$ cat src/rtl/dreg_array_pipe_pkg.sv
// Shared constants and helpers for the dreg_array_pipe multi-lane delay line.
// Optional parity support is enabled by defining DREG_ARRAY_PIPE_PARITY_EN.
package dreg_array_pipe_pkg;

    localparam int DEF_N     = 8;
    localparam int DEF_M     = 4;
    localparam int DEF_DEPTH = 3;

    // Occupancy must represent 0..depth inclusive, so one extra code is needed.
    function automatic int clog2_occ(input int depth);
        return (depth < 1) ? 1 : $clog2(depth + 1);
    endfunction

    typedef struct packed {
        logic               par;
        logic [DEF_N-1:0]   data;
    } par_word_t;

endpackage

$ cat src/rtl/dreg_array_pipe_lane.sv
// One lane of the pipeline: DEPTH data/valid stages, flush, occupancy counter.
// With DREG_ARRAY_PIPE_PARITY_EN each stage also carries an even-parity bit.
module dreg_array_pipe_lane
    import dreg_array_pipe_pkg::*;
#(
    parameter int N     = DEF_N,
    parameter int DEPTH = DEF_DEPTH
) (
    input  logic                          clock,
    input  logic                          reset,
    input  logic                          ce,
    input  logic                          flush,
    input  logic [N-1:0]                  d,
    input  logic                          d_valid,
    output logic [N-1:0]                  q,
    output logic                          q_valid,
`ifdef DREG_ARRAY_PIPE_PARITY_EN
    output logic                          par_err,
`endif
    output logic [clog2_occ(DEPTH)-1:0]   occ
);

    localparam int OW = clog2_occ(DEPTH);

`ifdef DREG_ARRAY_PIPE_PARITY_EN
    typedef struct packed {
        logic         par;
        logic [N-1:0] data;
    } stage_t;
`else
    typedef struct packed {
        logic [N-1:0] data;
    } stage_t;
`endif

    stage_t          stg [0:DEPTH-1];
    logic [DEPTH-1:0] valid_r;
    logic [OW-1:0]   occ_r;
    logic            v_last;

    assign v_last = valid_r[DEPTH-1];

    // Flush freezes the data path as well, so a flushed lane keeps its contents.
    always_ff @(posedge clock) begin
        if (reset) begin
            for (int k = 0; k < DEPTH; k++) begin
                stg[k] <= '0;
            end
        end else if (ce && !flush) begin
            stg[0].data <= d;
`ifdef DREG_ARRAY_PIPE_PARITY_EN
            stg[0].par  <= ^d;
`endif
            for (int k = 1; k < DEPTH; k++) begin
                stg[k] <= stg[k-1];
            end
        end
    end

    always_ff @(posedge clock) begin
        if (reset || flush) begin
            valid_r <= '0;
            occ_r   <= '0;
        end else if (ce) begin
            valid_r[0] <= d_valid;
            for (int k = 1; k < DEPTH; k++) begin
                valid_r[k] <= valid_r[k-1];
            end
            if (d_valid && !v_last) begin
                occ_r <= occ_r + OW'(1);
            end else if (!d_valid && v_last) begin
                occ_r <= occ_r - OW'(1);
            end
        end
    end

`ifdef DREG_ARRAY_PIPE_PARITY_EN
    always_ff @(posedge clock) begin
        if (reset || flush) begin
            par_err <= 1'b0;
        end else begin
            par_err <= v_last & ((^stg[DEPTH-1].data) ^ stg[DEPTH-1].par);
        end
    end
`endif

    assign q       = stg[DEPTH-1].data;
    assign q_valid = v_last;
    assign occ     = occ_r;

endmodule

$ cat src/rtl/dreg_array_pipe.sv
// M-lane, DEPTH-stage stallable delay line with per-lane valid, flush and occupancy.
// Defining DREG_ARRAY_PIPE_PARITY_EN adds per-stage parity and the par_err output.
module dreg_array_pipe
    import dreg_array_pipe_pkg::*;
#(
    parameter int N     = DEF_N,
    parameter int M     = DEF_M,
    parameter int DEPTH = DEF_DEPTH
) (
    input  logic                          clock,
    input  logic                          reset,
    input  logic                          ce,
    input  logic                          flush   [0:M-1],
    input  logic [N-1:0]                  d       [0:M-1],
    input  logic                          d_valid [0:M-1],
    output logic [N-1:0]                  q       [0:M-1],
    output logic                          q_valid [0:M-1],
`ifdef DREG_ARRAY_PIPE_PARITY_EN
    output logic                          par_err [0:M-1],
`endif
    output logic [clog2_occ(DEPTH)-1:0]   occ     [0:M-1]
);

    for (genvar i = 0; i < M; i++) begin : g_lane
        dreg_array_pipe_lane #(
            .N     (N),
            .DEPTH (DEPTH)
        ) u_lane (
            .clock   (clock),
            .reset   (reset),
            .ce      (ce),
            .flush   (flush[i]),
            .d       (d[i]),
            .d_valid (d_valid[i]),
            .q       (q[i]),
            .q_valid (q_valid[i]),
`ifdef DREG_ARRAY_PIPE_PARITY_EN
            .par_err (par_err[i]),
`endif
            .occ     (occ[i])
        );
    end

endmodule
$ cat config.mk
export PLATFORM = sky130hd
export DESIGN_NAME = dreg_array_pipe
export DESIGN_NICKNAME = d
export VERILOG_FILES = /design/src/rtl/dreg_array_pipe_pkg.sv /design/src/rtl/dreg_array_pipe_lane.sv /design/src/rtl/dreg_array_pipe.sv
export SDC_FILE = /design/constraint.sdc
export NUM_CORES = 1
export LEC_CHECK = 0
export CORE_UTILIZATION = 45
export CTS_CLUSTER_DIAMETER = 60
export DETAILED_ROUTE_END_ITERATION = 16
export PLACE_DENSITY = 0.7
export SLEW_MARGIN = 20
export SYNTH_ARGS = -nofsm -noshare
export SYNTH_HDL_FRONTEND = slang
export SYNTH_SLANG_ARGS = --single-unit
$ cat constraint.sdc
create_clock -name clock -period 2.4 [get_ports clock]
set_clock_uncertainty 0.05 [all_clocks]
set_input_delay 0.72 -clock clock [delete_from_list [all_inputs] [get_ports clock]]
set_output_delay 0.72 -clock clock [all_outputs]
set_load 0.05 [all_outputs]
# Word level (Yosys, flattened, before mapping)

Memory sizes are Yosys's and may differ from the RTL's.
Index checks and enable logic that the tools add are counted.

Register bits: 20
Memories: 4
Output and inout bits: 44
RAM bits: 96
Input port bits: 43
Logic and storage cells: 102

Add/sub/neg operators: 8
Bitwise gates (word level): 12
Mux-type cells: 34
Reductions and logical operators: 36

Memory list:

| memory               | words | bits a word | rd ports | clocked after Yosys merged registers in | write ports | line                       | text |
|---|---|---|---|---|---|---|---|
| g_lane[0].u_lane.stg | 3     | 8           | 3        | 0                                       | 3           | dreg_array_pipe_lane.sv:36 | `stage_t stg [0:DEPTH-1];` |
| g_lane[1].u_lane.stg | 3     | 8           | 3        | 0                                       | 3           | dreg_array_pipe_lane.sv:36 |  |
| g_lane[2].u_lane.stg | 3     | 8           | 3        | 0                                       | 3           | dreg_array_pipe_lane.sv:36 |  |
| g_lane[3].u_lane.stg | 3     | 8           | 3        | 0                                       | 3           | dreg_array_pipe_lane.sv:36 |  |

Operator list:

| cell                                              | number |
|---|---|
| two-way mux 8 bit                                 | 12 |
| two-way mux 2 bit                                 | 8 |
| two-way mux 1 bit                                 | 14 |
| logical AND 1 bit                                 | 12 |
| logical NOT 1 bit                                 | 12 |
| bitwise OR 1 bit                                  | 12 |
| adder 2 x 1 -> 2 bit (second input constant)      | 4 |
| AND reduction 2 bit                               | 4 |
| nonzero test 2 bit                                | 4 |
| subtractor 2 x 1 -> 2 bit (second input constant) | 4 |
| logical OR 1 bit                                  | 4 |

# Longest topological paths before layout

Gate-level depths: netlist (run 1).

Depth after elaboration: 6
Gate-level depth with buffers: 5
Depth with buffers taken out: 5

# By module

From an unflattened synthesis (run 1), not the netlist that was laid out.

Cells, all modules: 340
Area, all modules: 4884.7 sq um

By module, submodules not included:

| module               | times used | area an instance (sq um) | cells each | seq. area each (sq um) |
|---|---|---|---|---|
| dreg_array_pipe_lane | 4          | 1221.2                   | 85         | 820.8 |

# Least setup slack after synthesis (run 1)

No wires, ideal clock.

Path kind: input to register
Start: input port reset
End: memory g_lane[0].u_lane.stg[0][0] (netlist name), enable pin
Setup time: 380 ps
Cell stages on the path: 3
Required time: 1970 ps
Slack: 300 ps
Data arrival time: 1670 ps
Buffers on the path: 2
Cells stage by stage: buf_2 -> buf_2 -> a21o_1

RTL lines:

| item            | line                       | text |
|---|---|---|
| start, declared | dreg_array_pipe.sv:11      | `input logic reset,` |
| end, declared   | dreg_array_pipe_lane.sv:36 |  |

# Final worst setup path (run 1)

Start: register g_lane[1].u_lane.occ_r[0]
End: output port occ[4] (netlist name)

RTL lines:

| item                   | line                       | text |
|---|---|---|
| start, declared        | dreg_array_pipe_lane.sv:38 | `logic [OW-1:0] occ_r;` |
| start signal, assigned | dreg_array_pipe_lane.sv:70 | `occ_r <= occ_r + OW'(1);` |
| start signal, assigned | dreg_array_pipe_lane.sv:72 | `occ_r <= occ_r - OW'(1);` |
| end, declared          | dreg_array_pipe.sv:21      | `output logic [clog2_occ(DEPTH)-1:0] occ [0:M-1]` |

No word-level cell between the ends.

==> summary.md, run 1 <==
| Metric | Value |
|---|---|
| Die area | `0.0112 mm2` |
| Max Cap Violations | `0` |
| Crit-path slowest cell | `dlygate4sd2_1` |
| Number of nets in the layout | `~450` |
| Clk pin slew, worst setup/hold paths | `approximately 0.060 ns` |
| # rows | `37` |
| H-tree depth | `4` |
| Layout Area Growth over Synthesis | `28.7%` |
| Vert. Die Dim | `between 100 and 150 um` |
| Final period util | `just over 90%` |
| Post-synth ARST share | `0%` |
| CP Buf/Inv Count | `1` |
| Seq cells post-synth | `116` |
| Clk buf depth | `2` |
| Cell count after synthesis | `between 300 and 400` |
| Worst relative slew slack | `a little under three fifths` |
| Power, Total | `roughly 5.4 mW` |
| Port Buf Inserts | `86` |
| Worst Hold Depth | `1` |
| Layout cell share with drive strength beyond 1 | `13.1%` |
| Number of synthesized flops with an enable pin | `96` |
| Kind of critical path | `reg2out` |
| Hold Violations, Final | `0` |
| P_leak | `about 2.5 nW` |
| Cell chain of the critical path | `dlygate4sd2_1` |
| Hold Path Sink | `g_lane[0].u_lane.stg[0][13]$_SDFFCE_PN0P_` |
| Crit path max-delay family | `buffers and inverters` |
| Peak supply drop | `slightly above 400 uV` |
| GR Util All Layers | `about 14%` |
| Flop2flop setup slack | `roughly 0.98 ns` |
| Initial Util | `a little under half` |
| Drt wl/cell | `about 13 um` |
| CTS tree | `done` |
| CTS sink cnt | `between 100 and 150` |
| Worst EP arrival | `about 1.5 ns` |
| Slew @ Worst Pin | `approximately 0.65 ns` |
| Cts bufs inserted | `17` |
| Hold path start | `g_lane[0].u_lane.stg[0][5]$_SDFFCE_PN0P_` |
| Gr ovfl total | `0` |
| Critical Path End Type | `output port` |
| Post-route ant nets | `0` |
| Total I/O pin count | `slightly below 90` |
| Core Footprint | `slightly above 0.01 mm2` |
| Fin crit period | `2.22 ns` |
| Via count | `2514` |
| Total setup buffers inserted after CTS | `0` |
| First-pass GRT wire length | `around 12 mm` |
| F_max | `451 MHz` |
| Post-DP HPWL | `4.69 mm` |
| Crit path launch type | `flop` |
| Pwr Density | `between 800 and 900 mW/mm2` |
| Via-to-Cell Ratio | `roughly 4.5` |
| Syn avg cell area | `14.2 um2` |
| GP Congestion | `between 0.7 and 0.8` |
| CP Max Fanout | `3` |
| Required time worst endpoint | `1.63 ns` |
| Ys flop type | `edfxtp_1` |
| Final wirelength | `between 7 and 8 mm` |
| Tightest Hold Check Type | `reg2reg` |
| Skew-Pair Late Insertion Delay | `0.50 ns` |
| # setup viols final | `0` |
| Initial antenna violation count | `0` |
| Unique cell type count in the Yosys netlist | `22` |
| Path depth of the worst reg2reg path | `5` |
| Slew Viols, Final | `0` |
| Synth Net Count | `around 390` |
| Drt first pass iters | `4` |
| Initial DRC count | `51` |
| DRC viols | `0` |
| R2r endpoint | `g_lane[0].u_lane.occ[1]$_SDFFE_PP0P_` |
| Final Hold Slack | `between 0.4 and 0.5 ns` |
| Status | `finished clean` |
| Largest net degree at the start of global routing | `25` |
| RSZ-0062 raised after global routing | `false` |
| Register area share after synthesis | `between 60% and 70%` |
| Die Width | `106 um` |
| Critical Path Max Stage Delay | `around 0.55 ns` |
| ANT cells | `0` |
| Reg2reg start | `g_lane[0].u_lane.valid_r[2]$_SDFFE_PP0P_` |
| Vias in the first global route | `around 2400` |
| Synthesized area | `around 0.0048 mm2` |
| Clock root buffer | `clkbuf_8` |
| YS warnings | `0` |
worst max path at each step:
stage,start,endpoint,depth (start not counted)
after floorplan,reset,g_lane[0].u_lane.stg[0][0]$_SDFFCE_PN0P_,3
after global placement,ce,g_lane[3].u_lane.stg[0][2]$_SDFFCE_PN0P_,4
after detailed placement,reset,g_lane[3].u_lane.stg[0][15]$_SDFFCE_PN0P_,4
after CTS,g_lane[1].u_lane.occ[0]$_SDFFE_PP0P_,occ[4],1
after global routing,g_lane[1].u_lane.occ[0]$_SDFFE_PP0P_,occ[4],1
final,g_lane[1].u_lane.occ[0]$_SDFFE_PP0P_,occ[4],1
area by class of cell:
type	count	area, um2
Tap cell	136	170
Fill cell	860	4130
Clock inverter	13	206
Sequential cell	116	3280
Inverter	12	45.0
Multi-Input combinational cell	161	1160
Clock buffer	19	422
Timing Repair Buffer	99	952
registers in the layout, indices dropped and copies added (netlist names):
register               flops
g_lane.u_lane.valid_r     12
g_lane.u_lane.stg         96
g_lane.u_lane.occ          8
cell families (layout without fill, tap and decap cells):
logic type                 count (synthesis)  after routing  share of synthesized area (%)
AOI/OAI and AO/OA                         12             12                           2.58
DFF                                      116            116                           67.7
and+or+nand+nor                          125            125                           16.4
muxes                                     12             12                           2.48
xor gates and xnor gates                   8              8                           1.45
buffers and inverters                     65            143                           8.36
adders and majority gates                  4              4                           1.03
report_power, final:
part / total [mW] / switching [mW] / internal (mW)
clock: 2.67 / 0.878 / 1.79
sequential: 2.33 / 0.0266 / 2.30
combinational: 0.430 / 0.262 / 0.168
placed cells by master, fill, tap and decap left out, types with 5 or more instances in the layout:
master	netlist	routed
and2_1	96	96
buf_4	37	10
bufinv_16	0	5
clkbuf_16	0	16
clkdlybuf4s50_1	0	42
dfxtp_1	20	20
dlygate4sd2_1	0	43
edfxtp_1	96	96
inv_1	12	12
mux2i_1	12	12
nor3_1	20	20
xnor2_1	8	8
per-stage QoR:
stage / instance area [um2] / instances / utilization, % / setup WS, ns / setup TNS (ns)
after global placement: 5660 / 524 / 54.6 / 0.00408 / 0
final: 6240 / 556 / 60.1 / 0.185 / 0
after detailed placement: 5660 / 524 / 54.6 / -0.0629 / -2.56
after global routing: 6240 / 556 / 60.1 / 0.137 / 0
after floorplan: 4850 / 342 / - / 0.300 / 0
after CTS: 6240 / 556 / 60.1 / 0.153 / 0
Yosys cell counts (8+ instances only):
master    count  area share [%]
buf_4        37             5.7
dfxtp_1      20             8.3
mux2i_1      12             2.5
xnor2_1       8             1.4
and2_1       96              12
inv_1        12            0.93
nor3_1       20             2.1
buf_2         8            0.83
edfxtp_1     96              59
routing by layer:
| layer | part of all wire (%) | wire [um] | track usage, % |
|---|---|---|---|
| met3 | 3.9 | 282 | 4.33 |
| met1 | 44 | 3170 | 16.2 |
| met2 | 51 | 3670 | 23.0 |
| met4 | 1.7 | 125 | 6.85 |
| met5 | 0 | 0 | 0 |
what timing repair did:
item,4_1_cts,5_1_grt
hold buffers,0,0
resized for setup,43,0
setup endpoints to repair,43,0
hold endpoints to repair,0,0
Power figures use the tool's default switching activity.
==> inputs of run 2 (changes only) <==
SLEW_MARGIN = 10   (was 20)
==> results of run 2 <==
Final layout, timing and power as in run 1 (identical DEF).
